--- config.mk ---
export PLATFORM = sky130hd
export DESIGN_NAME = press_recorder
export DESIGN_NICKNAME = d
export VERILOG_FILES = /design/src/rtl/sim_pkg.sv /design/src/rtl/seq_ram.sv /design/src/rtl/press_recorder.sv
export SDC_FILE = /design/constraint.sdc
export NUM_CORES = 2
export LEC_CHECK = 0
export CORE_MARGIN = 3
export CORE_UTILIZATION = 40
export CTS_CLUSTER_SIZE = 10
export DETAILED_ROUTE_END_ITERATION = 10
export SYNTH_ARGS = -nofsm -noshare
export SYNTH_HDL_FRONTEND = slang
export SYNTH_SLANG_ARGS = --single-unit
--- constraint.sdc ---
create_clock -name clk -period 6.38 [get_ports clk]
set_input_delay 0.957 -clock clk [delete_from_list [all_inputs] [get_ports clk]]
set_output_delay 0.957 -clock clk [all_outputs]
set_load 0.05 [all_outputs]
--- src/rtl/sim_pkg.sv ---
// rtl/sim_pkg.sv - shared types and defaults for the press recorder
package sim_pkg;

  localparam int WIDTH = 12;
  localparam int DEPTH = 256;
  localparam int AW    = 8;

  typedef logic [WIDTH-1:0] btn_t;

  typedef enum logic [2:0] {
    IDLE,
    ARMED,
    WAIT_PRESS,
    HOLD,
    COMMIT
  } rec_state_t;

  function automatic int unsigned popcount(input logic [31:0] v);
    int unsigned n;
    n = 0;
    for (int i = 0; i < 32; i++) begin
      n += 32'(v[i]);
    end
    return n;
  endfunction

endpackage

--- src/rtl/seq_ram.sv ---
// rtl/seq_ram.sv - DEPTH x WIDTH sequence RAM, one write port, registered read-first read port
module seq_ram #(
  parameter int WIDTH = sim_pkg::WIDTH,
  parameter int DEPTH = sim_pkg::DEPTH,
  parameter int AW    = sim_pkg::AW
) (
  input  logic             clk,
  input  logic             rst_n,
  input  logic             we,
  input  logic [AW-1:0]    waddr,
  input  logic [WIDTH-1:0] wdata,
  input  logic             re,
  input  logic [AW-1:0]    raddr,
  output logic [WIDTH-1:0] rdata
);

  logic [WIDTH-1:0] memory [DEPTH];

  // Contents survive reset so a sequence can be replayed after a reset.
  always_ff @(posedge clk) begin
    if (we) begin
      memory[waddr] <= wdata;
    end
  end

  always_ff @(posedge clk or negedge rst_n) begin
    if (!rst_n) begin
      rdata <= '0;
    end else if (re) begin
      rdata <= memory[raddr];
    end
  end

endmodule

--- src/rtl/press_recorder.sv ---
// rtl/press_recorder.sv - records complete button presses into a sequence RAM
// PRESS_RECORDER_SINGLE_EN: reject chord presses with an err pulse instead of writing them.
module press_recorder #(
  parameter int WIDTH = sim_pkg::WIDTH,
  parameter int DEPTH = sim_pkg::DEPTH,
  parameter int AW    = sim_pkg::AW
) (
  input  logic             clk,
  input  logic             rst_n,
  input  logic             rec_en,
  input  logic             clr,
  input  logic [WIDTH-1:0] btns_in,
  input  logic             en,
  input  logic [AW-1:0]    sel,
  output logic [WIDTH-1:0] btns,
  output logic [AW:0]      len,
  output logic             full,
  output logic             recording,
  output logic             commit,
  output logic             err
);

  import sim_pkg::*;

  rec_state_t       state, state_n;
  logic [WIDTH-1:0] acc, acc_n;
  logic [AW:0]      len_n;
  logic             wr_en;
  logic             last_slot;

  assign full      = (len == (AW+1)'(DEPTH));
  assign last_slot = (len == (AW+1)'(DEPTH - 1));
  assign recording = (state == ARMED) || (state == WAIT_PRESS) || (state == HOLD);

  always_ff @(posedge clk or negedge rst_n) begin
    if (!rst_n) begin
      state <= IDLE;
      acc   <= '0;
      len   <= '0;
    end else begin
      state <= state_n;
      acc   <= acc_n;
      len   <= len_n;
    end
  end

  always_comb begin
    state_n = state;
    acc_n   = acc;
    len_n   = len;
    wr_en   = 1'b0;
    commit  = 1'b0;
    err     = 1'b0;
    if (clr) begin
      state_n = IDLE;
      acc_n   = '0;
      len_n   = '0;
    end else begin
      case (state)
        IDLE: begin
          if (rec_en && !full) state_n = ARMED;
        end
        // A press already held when arming is ignored until released.
        ARMED: begin
          if (!rec_en)              state_n = IDLE;
          else if (btns_in == '0)   state_n = WAIT_PRESS;
        end
        WAIT_PRESS: begin
          if (!rec_en) begin
            state_n = IDLE;
          end else if (btns_in != '0) begin
            acc_n   = btns_in;
            state_n = HOLD;
          end
        end
        // rec_en is ignored here so an in-progress press is always finished.
        HOLD: begin
          acc_n = acc | btns_in;
          if (btns_in == '0) state_n = COMMIT;
        end
        COMMIT: begin
`ifdef PRESS_RECORDER_SINGLE_EN
          if (popcount(32'(acc)) == 1) begin
            wr_en  = 1'b1;
            commit = 1'b1;
            len_n  = len + 1'b1;
          end else begin
            err = 1'b1;
          end
`else
          wr_en  = 1'b1;
          commit = 1'b1;
          len_n  = len + 1'b1;
`endif
          state_n = (last_slot || !rec_en) ? IDLE : WAIT_PRESS;
        end
        default: state_n = IDLE;
      endcase
    end
  end

  seq_ram #(
    .WIDTH (WIDTH),
    .DEPTH (DEPTH),
    .AW    (AW)
  ) u_seq_ram (
    .clk   (clk),
    .rst_n (rst_n),
    .we    (wr_en),
    .waddr (len[AW-1:0]),
    .wdata (acc),
    .re    (en),
    .raddr (sel),
    .rdata (btns)
  );

endmodule

## After elaboration in Yosys (flattened, before gate mapping)

Memory sizes are Yosys's and may differ from the RTL's. A register that Yosys moved wholly into a read port is not among the register bits.
Index checks and enable logic that the tools add are counted.

| word-level totals | value |
|---|---|
| RAM bits | 3072 |
| logic and storage cells | 51 |
| register bits | 24 |
| output and inout bits | 25 |
| bits of input ports | 25 |
| memories | 1 |

| operators by class | value |
|---|---|
| equal/unequal tests | 12 |
| add/subtract/negate cells | 1 |
| reductions and logical operators | 14 |
| multiplexer cells | 19 |
| bitwise logic cells | 1 |

Memory list:

| name | words | bits a word | read ports | clocked after memory_dff | wr ports | RTL line | text |
|---|---|---|---|---|---|---|---|
| u_seq_ram.memory | 256 | 12 | 1 | 1 | 1 | seq_ram.sv:17 | `logic [WIDTH-1:0] memory [DEPTH];` |

Operators with widths:

| cell | count |
|---|---|
| $mux W12 | 3 |
| $pmux W12 S2 | 1 |
| $mux W3 | 7 |
| $mux W9 | 2 |
| $pmux W3 S5 | 1 |
| $logic_not A12 Y1 | 1 |
| $or A12 B12 Y12 | 1 |
| $reduce_bool A12 Y1 | 1 |
| $add A9 B1 Y9 const B | 1 |
| $eq A9 B8 Y1 const B | 1 |
| $eq A9 B9 Y1 const B | 1 |
| $ne A4 B3 Y1 const B | 2 |
| $eq A3 B2 Y1 const B | 2 |
| $ne A3 B2 Y1 const B | 2 |
| $ne A3 B3 Y1 const B | 2 |
| $mux W1 | 4 |
| $reduce_and A4 Y1 | 1 |
| $eq A3 B1 Y1 const B | 1 |
| $eq A3 B3 Y1 const B | 1 |
| $logic_not A1 Y1 | 3 |
| $logic_not A3 Y1 | 1 |
| $logic_or A1 B1 Y1 | 3 |
| $reduce_and A3 Y1 | 1 |
| $reduce_bool A3 Y1 | 1 |
| other kinds (3) | 3 |

## Longest topological paths before layout

| logic depth | value |
|---|---|
| word-level depth | 6 |
| gate-level depth with buffers | 14 |

## Hierarchy

From an unflattened synthesis, not the netlist that was laid out.

| unflattened totals | value |
|---|---|
| cell total of the unflattened synthesis | 5846 |
| area total of the unflattened synthesis | 120416.7 um^2 |

Modules (own cells, without submodules):

| module | area each (um^2) | cells each | times used | sequential area each (um^2) |
|---|---|---|---|---|
| seq_ram | 119114.2 | 5717 | 1 | 92548.8 |
| press_recorder | 1302.5 | 129 | 1 | 600.6 |

## Worst setup path after synthesis

Ideal clock, no wire load.

| path | value |
|---|---|
| path type | flip-flop to flip-flop |
| start point | register acc[0] |
| end point | memory u_seq_ram.memory[0][0] (data pin) |
| data arrival time | 3.183 ns |
| required time | 5.576 ns |
| library setup time | 0.804 ns |
| path buffers | 0 |
| clock period less this slack | 3.987 ns |
| cell stages (with the launch flop) | 1 |
| path slack | 2.393 ns |
| cells stage by stage | dfrtp_1 |

RTL lines:

| what | RTL line | text |
|---|---|---|
| start, declared | press_recorder.sv:26 | `logic [WIDTH-1:0] acc, acc_n;` |
| start signal, assigned | press_recorder.sv:42 | `acc <= acc_n;` |
| end, declared | seq_ram.sv:17 |  |

No word-level cell before the write port.

==> flow_metrics.py <==
metrics = {
    "critical_path": {
        "cp-end-kind": "flop",
        "crit_family": "simple AND/OR/NAND/NOR gates",
        "cp-endpoint": "u_seq_ram.rdata[2]$_DFFE_PN0P_",
        "regToRegSetupSlack_ps": 2460,
        "rr_worst_depth": 5,
        "cp_max_fo": 24,
        "crit_chain": "clkdlybuf4s50_1, or3b_2, a211oi_1, nand3_1, nand4_1, nor4_1, a211o_1",
        "critical_path_buf_inv_count": 1,
        "r2r_end": "u_seq_ram.memory[189][3]$_DFFE_PP_",
        "cp.arrival_ps": 5350,
        "critical_path_class": "in2reg",
        "cp_data_required_time_ps": 7160,
        "cpPeakStageDelay_ps": 1120,
        "reg2reg_from": "len[5]$_DFFE_PN0P_",
        "setup.worst_path.start_class": "input port",
        "cp.depth": 7,
        "cp_slowest_cell": "or3b_2",
        "crit_start": "sel[6]",
    },
    "run": {
        "maxCapViolCount": 0,
    },
    "detailed_routing": {
        "wl_per_cell_um": 34.2,
        "vias_per_cell": 6.06,
        "wl_um": 350000,
        "dr.pass1.iters": 6,
        "vias": 61900,
        "drt_iter0_drc": 8828,
        "antenna_left": 0,
        "drc": 0,
    },
    "cells_and_area": {
        "instances_no_fill": 10200,
        "layout_commonest_cell": "edfxtp_1",
        "drive_above_1_share_pct": 23.6,
        "final_cell_mix": "edfxtp_1, mux4_2, clkbuf_16",
        "nets": 6191,
        "syn2layout_area_growth_pct": 13.7,
        "fillers": 24600,
        "final_area_um2": 137000,
    },
    "die": {
        "core_um2": 298000,
        "rows": 200,
        "io-pin-count": 50,
        "start_util_pct": 40.4,
        "dieHeight_um": 554,
        "die_area_um2": 307000,
        "fp.dieW_um": 554,
    },
    "grt": {
        "antenna_found_initial": 15,
        "grt_pass1_wl_um": 489000,
        "grt_max_degree": 201,
        "track_usage_pct": 22.4,
        "grt_pass1_vias": 61600,
        "gr-total-overflow": 0,
    },
    "clocking": {
        "postCtsSetupRepairBufs": 0,
        "cts_tree": "built",
        "htreeDepth": 5,
        "clkSinkCount": 3108,
        "clock_latency_ps": 900,
        "cts_hold_buf": 0,
        "cts_buffer_depth": 4,
        "numCtsBuffers": 358,
        "cts.clk_slew.worst_paths_ps": 60,
        "cts-root-buf": "clkbuf_16",
        "cts_resized": 0,
    },
    "timing": {
        "tightest_slew_ps": 1420,
        "fin_ws_ps": 1800,
        "max_freq_mhz": 218,
        "slew_headroom_pct": 4.82,
        "hold_viol_final": 0,
        "fin_crit_ps": 4580,
        "setup_viol": 0,
        "finalCritPeriodShare_pct": 71.7,
        "setup-tns-final_ps": 0,
        "clock_skew_ps": 68.4,
        "rsz0062_at_grt": "false",
        "report.final.slew_viol_count": 0,
    },
    "place": {
        "globalplace.congestion": 0.910,
        "port-buffer-count": 48,
        "hpwl_um": 217000,
        "placed_cell_area_um2": 127000,
        "place_ws_ps": 1030,
        "placed_cells": 9739,
    },
    "synth": {
        "synth_edf_count": 3072,
        "ys_top_cells_by_area": "edfxtp_1, mux4_2, mux2i_1",
        "synth_compound_area_share_pct": 3.25,
        "synth_area_um2": 120000,
        "synth_mux_area_share_pct": 15.0,
        "synth_fa_ha_area_share_pct": 0.0603,
        "synth-simple-area-share_pct": 2.54,
        "syn_inst": 5730,
        "async_reset_ff_share_pct": 1.16,
        "synth_top_family_by_area": "multiplexers",
        "synth_top_cell_by_area": "edfxtp_1",
        "yosys.area.top_type_share_pct": 76.7,
        "ys_seq_area_share_pct": 77.4,
        "synth_ff_type": "edfxtp_1",
        "synth_nets": 5760,
        "synth.distinct_cells": 74,
        "yosys_warnings": 0,
        "ys_seq_elements": 3108,
        "synth_area_per_cell_um2": 21.0,
        "synth_xor_area_share_pct": 0.0437,
    },
    "power": {
        "p_comb_share_pct": 4.2,
        "vdd_drop_max_mv": 0.256,
        "p_leak_nw": 46.6,
        "p_per_area_nw_per_um2": 307,
        "power.share.sequential_pct": 53.3,
        "pwr-share-clk_pct": 42.5,
        "swShare_pct": 21.3,
        "p_int_w": 0.0331,
        "p_sw_w": 0.00894,
    },
    "hold_path": {
        "hp-class": "in2async",
    },
    "run_status": {
        "outcome": "finished clean",
    },
}
-- flip-flops by register name (all words and copies together) (netlist names) --
signal            count
len                   9
state                 3
u_seq_ram.memory   3072
acc                  12
u_seq_ram.rdata      12
-- logic make-up after synthesis --
kind of cell    Yosys count
compound gates          562
other cells               1
simple gates            682
mux                    1002
buf+inv                 363
flops                  3108
xor+xnor                  6
fa+ha+maj                 6
-- worst min-delay path by stage --
stage / end / cells past startpoint / startpoint
floorplan: state[0]$_DFFE_PN0P_ / 1 / state[2]$_DFFE_PN0P_
global placement: state[0]$_DFFE_PN0P_ / 1 / state[2]$_DFFE_PN0P_
detailed placement: state[0]$_DFFE_PN0P_ / 1 / state[2]$_DFFE_PN0P_
CTS: acc[5]$_DFFE_PN0P_ / 1 / rst_n
global route: acc[5]$_DFFE_PN0P_ / 1 / rst_n
finish: acc[5]$_DFFE_PN0P_ / 1 / rst_n
-- power groups by stage --
stage	combinational [W]	sequential (W)	clock [W]
detailed placement	0.00176	0.0228	0
CTS	0.00176	0.0224	0.0181
finish	0.00177	0.0224	0.0178
global placement	0.00175	0.0228	0
global route	0.00182	0.0224	0.0189
floorplan	0.000951	0.0228	0
-- stage by stage --
| step | total power, W | hold slack (ps) | util, % |
|---|---|---|---|
| floorplan | 0.0238 | 517 | - |
| global placement | 0.0246 | 567 | 42.6 |
| detailed placement | 0.0246 | 586 | 42.6 |
| CTS | 0.0423 | 216 | 45.9 |
| global route | 0.0431 | 266 | 45.9 |
| finish | 0.0420 | 247 | 45.9 |
-- synth_stat cells (all sizes together), types with 18 or more instances --
cell,count
mux4,635
a22o,21
a21oi,71
mux2,19
o22ai,135
o221ai,51
edfxtp,3072
nor3,44
clkbuf,143
a31oi,25
or2,18
dfrtp,36
a22oi,75
o21ai,53
nor2,321
nand2,131
a2111oi,21
nor4,26
buf,209
a211oi,36
nand3,58
mux2i,348
-- routing by layer --
metal  track usage (%)  part of all wire (%)  vias up
met2              34.9                    47     3417
met4              9.66                   4.9        4
met5                 0                0.0060        -
met1              30.5                    39    33100
li1                  -                     -    24700
met3              4.90                   9.6      672
-- final cells by class --
type / count / area (µm²) / area share, %
flip-flops and latches: 3108 / 93200 / 68.1
multi-input cells: 2259 / 25200 / 18.4
clock buffers: 445 / 9330 / 6.82
well taps: 3939 / 4930 / 3.60
repair buffers: 423 / 3670 / 2.68
clock inverters: 29 / 422 / 0.308
inverters: 11 / 51.3 / 0.0375
diodes: 10 / 25.0 / 0.0183
(Power assumes the default switching activity.)
